File: src/rtl/uart_tx_serializer.sv
// Asynchronous serial transmitter: start bit, DATA_W data bits LSB first,
// optional even parity, stop bit. Words are accepted over a valid/ready handshake.
module uart_tx_serializer #(
   parameter int CLKS_PER_BIT = 16,
   parameter int DATA_W       = 8,
   parameter int PARITY_EN    = 0
) (
   input  logic              clk,
   input  logic              rst,
   input  logic [DATA_W-1:0] in_data,
   input  logic              in_valid,
   output logic              in_ready,
   output logic              txd,
   output logic              busy
);

   localparam int CNT_W = (CLKS_PER_BIT > 1) ? $clog2(CLKS_PER_BIT) : 1;
   localparam int IDX_W = $clog2(DATA_W + 1);

   typedef enum logic [2:0] {
      IDLE   = 3'd0,
      START  = 3'd1,
      DATA   = 3'd2,
      PARITY = 3'd3,
      STOP   = 3'd4
   } state_t;

   state_t            state;
   logic [DATA_W-1:0] shift;
   logic [CNT_W-1:0]  cnt;
   logic [IDX_W-1:0]  idx;
   logic              par;
   logic              bit_end;

   // Handshake: a word transfers on any rising edge where in_valid && in_ready.
   // in_ready depends only on state, so the producer sees it without a loop.
   assign in_ready = (state == IDLE);
   assign busy     = (state != IDLE);
   assign bit_end  = (cnt == CNT_W'(CLKS_PER_BIT - 1));

   always_ff @(posedge clk) begin
      if (rst) begin
         state <= IDLE;
         shift <= '0;
         cnt   <= '0;
         idx   <= '0;
         par   <= 1'b0;
         txd   <= 1'b1;
      end else begin
         case (state)
            IDLE: begin
               txd <= 1'b1;
               cnt <= '0;
               if (in_valid) begin
                  shift <= in_data;
                  par   <= 1'b0;
                  idx   <= '0;
                  state <= START;
                  txd   <= 1'b0;
               end
            end
            START: begin
               if (bit_end) begin
                  cnt   <= '0;
                  state <= DATA;
                  txd   <= shift[0];
               end else begin
                  cnt <= cnt + CNT_W'(1);
               end
            end
            DATA: begin
               if (bit_end) begin
                  cnt   <= '0;
                  shift <= shift >> 1;
                  par   <= par ^ shift[0];
                  idx   <= idx + IDX_W'(1);
                  // txd is loaded one bit ahead so it changes exactly on the boundary
                  if (idx == IDX_W'(DATA_W - 1)) begin
                     if (PARITY_EN != 0) begin
                        state <= PARITY;
                        txd   <= par ^ shift[0];
                     end else begin
                        state <= STOP;
                        txd   <= 1'b1;
                     end
                  end else begin
                     txd <= shift[1];
                  end
               end else begin
                  cnt <= cnt + CNT_W'(1);
               end
            end
            PARITY: begin
               if (bit_end) begin
                  cnt   <= '0;
                  state <= STOP;
                  txd   <= 1'b1;
               end else begin
                  cnt <= cnt + CNT_W'(1);
               end
            end
            STOP: begin
               if (bit_end) begin
                  cnt   <= '0;
                  state <= IDLE;
                  txd   <= 1'b1;
               end else begin
                  cnt <= cnt + CNT_W'(1);
               end
            end
            default: begin
               state <= IDLE;
               cnt   <= '0;
               txd   <= 1'b1;
            end
         endcase
      end
   end

endmodule

File: config.mk
export PLATFORM = sky130hd
export DESIGN_NAME = uart_tx_serializer
export DESIGN_NICKNAME = d
export VERILOG_FILES = /design/src/rtl/uart_tx_serializer.sv
export SDC_FILE = /design/constraint.sdc
export NUM_CORES = 1
export LEC_CHECK = 0
export BUFFER_PORTS_ARGS = -buffer_cell sky130_fd_sc_hd__buf_2
export CORE_ASPECT_RATIO = 1.5
export CORE_MARGIN = 1.5
export CORE_UTILIZATION = 49
export DETAILED_ROUTE_END_ITERATION = 6
export GPL_TIMING_DRIVEN = 0
export PLACE_DENSITY_LB_ADDON = 0.05
export SLEW_MARGIN = 40
export SYNTH_ARGS = -nofsm -noshare
export SYNTH_HDL_FRONTEND = slang
export SYNTH_SLANG_ARGS = --single-unit
File: constraint.sdc
create_clock -name clk -period 1.7 [get_ports clk]
set_input_delay 0.34 -clock clk [delete_from_list [all_inputs] [get_ports clk]]
set_output_delay 0.34 -clock clk [all_outputs]
set_load 0.01 [all_outputs]
==> results.cfg <==
[finish]
num-fill-cells = 188
fin_util_pct = 61.8
fin_nets = 146
antenna_cells = 0
multi_input_area_um2 = 583
layout-drive-gt1-share_pct = 22.9
area_growth_pct = 15.9
ff_latch_area_um2 = 400

[sta]
clock.fmax_mhz = 616
drv_slew = 0
slew_headroom_pct = 69.2
tightestPinTransition_ns = 0.462
finalHoldViolCount = 0
period_share_pct = 95.5
fin_skew_ns = 0.00306
rsz0062_at_grt = true
fin_crit_ns = 1.62
finalSetupViolations = 0

[setup_path]
startpoint_type = flop
worstSetupPathType = flop to output pin
worstPathRequired_ns = 1.36
arrival_ns = 1.28
end_kind = output pin
cp_max_fo = 10
reg2regPathDepth = 4

[route]
routedWlPerCell_um = 14.6
drtIter0Drc = 26
ant_nets = 0
num_vias = 960
drtPass1Iterations = 4
drc = 0
viasPerCell = 6.32
drt_wl_total_mm = 2.23

[clock_network]
clockBufferDepth = 2
numClockSinks = 20
hold_buffers = 0
cts_tree = built
htreeDepth = 1
clk_latency_ns = 0.30
ctsRootBufferMaster = clkbuf_4
numCtsBuffers = 3
path_clk_slew_ns = 0.11

[pwr]
power.density_nw_per_um2 = 724
ir_drop_v = 0.000575
leakagePower_nw = 0.430
p_total_mw = 0.841

[worst_hold_path]
whs_path_depth = 3
hold_class = primary input to flop

[synth]
yosysTopAreaCell = dfxtp_1
synth_top_family_by_area = simple AND/OR/NAND/NOR gates
synth_mux_area_share_pct = 0
seq_area_frac_synth_pct = 40.0
synthFlopType = dfxtp_1
synth_edf_count = 0
yosys.area_share.simple_pct = 26.0
yosysWarnings = 0
synth_area_leaders = dfxtp_1 (40%), a311oi_1 (6.1%), a211oi_1 (6.0%), nand2_1 (5.6%), or4_1 (3.7%)
yosys.area.top_type_share_pct = 40.0
netlist_area_um2 = 1000
async_reset_ff_share_pct = 0
netlist-cell-type-count = 36
synthCells = 116
synth_area_per_cell_um2 = 8.64
synth_adder_area_share_pct = 2.50
synth-xor-area-share_pct = 1.75
syn_nets = 129
synth-seq-cells = 20
synth_compound_area_share_pct = 24.0

[die]
die_w_um = 39.9
initial_utilization_pct = 53.4
io_pins = 14
fp.dieH_um = 58.4
die-area_um2 = 2330
fp-row-count = 19
core_um2 = 1880

[place]
dpl.hpwl_mm = 1.64
place_congestion = 0.792
numPortBuffers = 12

[global_routing]
grt_pass1_vias = 878
grt_util_all_layers_pct = 22.3
grt_pass1_wl_mm = 3.70
grt_max_degree = 11
antenna_found_initial = 0
overflow = 0

[flow_run]
maxCapViolCount = 0

[run_status]
status = finished, final reports clean
-- cells in the mapped netlist, types with 2 or more instances --
cell	n
a211oi_1	8
a21oi_1	6
a311oi_1	7
clkbuf_1	5
dfxtp_1	20
ha_1	2
inv_1	4
nand2_1	15
nand2b_1	2
nand3_1	5
nor2_1	7
nor3_1	3
nor4b_1	2
o211ai_1	2
o21ai_0	2
o31ai_1	2
or4_1	5
-- routing by layer --
metal | routed length, um | GRT usage (%) | vias to the layer above
met3 | 78 | 2.26 | 7
met5 | 0 | 0 | -
met1 | 962 | 25.4 | 455
met2 | 1130 | 38.0 | 26
met4 | 53 | 12.3 | 0
li1 | - | - | 472
-- layout make-up --
type	count	area share [%]
multi-input cells	83	50.2
flip-flops and latches	20	34.5
repair buffers	13	5.82
plain buffers	8	3.99
well taps	21	2.26
clock buffers	3	1.94
inverters	4	1.29
-- layout by cell type, fill, tap and decap left out, types with 2 or more instances in the layout --
master,instances
a211oi_1,8
nor3_1,2
nor2_1,7
dfxtp_1,20
nor4b_1,2
clkbuf_2,3
clkbuf_1,2
or4_1,5
o31ai_1,2
o21ai_0,2
nand2_1,15
buf_2,13
nand3_1,4
a311oi_1,7
o211ai_1,2
ha_1,2
a21oi_1,6
inv_1,4
nand2b_1,2
clkbuf_4,4
-- worst max-delay path: stages (launching register included) --
cell and delay (ns):
dfxtp_1 0.36, buf_2 0.20, nor3_2 0.24, inv_1 0.05
buf_2 0.14
-- power breakdown --
| part | switching [mW] | internal, mW |
|---|---|---|
| clock network | 0.143 | 0.0826 |
| registers | 0.0151 | 0.491 |
| logic | 0.0575 | 0.0507 |
| total | 0.216 | 0.624 |
-- state kept, by name (all words and copies together) (netlist names) --
signal	flops
cnt	4
idx	4
shift	8
state	3
txd	1
-- repair_timing --
| action | CTS | global route |
|---|---|---|
| setup buffers | 0 | 1 |
| pin swaps | 0 | 1 |
| resized for setup | 5 | 10 |
| setup endpoints to repair | 13 | 12 |
-- worst paths after layout --
path	start	to	slack [ns]
setup / recovery	state[1]$_SDFFE_PP0P_	busy	0.08
hold / removal	in_data[7]	shift[7]$_SDFFE_PP0P_	0.28
setup reg to reg	state[2]$_SDFFE_PP0P_	shift[3]$_SDFFE_PP0P_	0.08
hold reg to reg	cnt[0]$_SDFF_PP0_	cnt[0]$_SDFF_PP0_	0.45
-- kinds of logic after synthesis --
kind of cell	count (synthesis)
buffers and inverters	13
AO/OA/AOI/OAI	33
XOR/XNOR	2
flip-flops	20
AND/OR/NAND/NOR	46
adder cells (fa/ha/maj)	2
-- stage by stage --
step	setup slack, ns	TNS (ns)	instance area, um2	hold slack, ns	cells
after global routing	-0.00752	-0.0116	1160	0.295	152
after detailed placement	-0.133	-1.04	1090	0.444	149
after CTS	0.00120	0	1130	0.277	152
final	0.0762	0	1160	0.282	152
after global placement	-0.135	-0.943	1090	0.438	149
after floorplan	0.0957	0	1000	0.418	116
(Power assumes the default switching activity.)
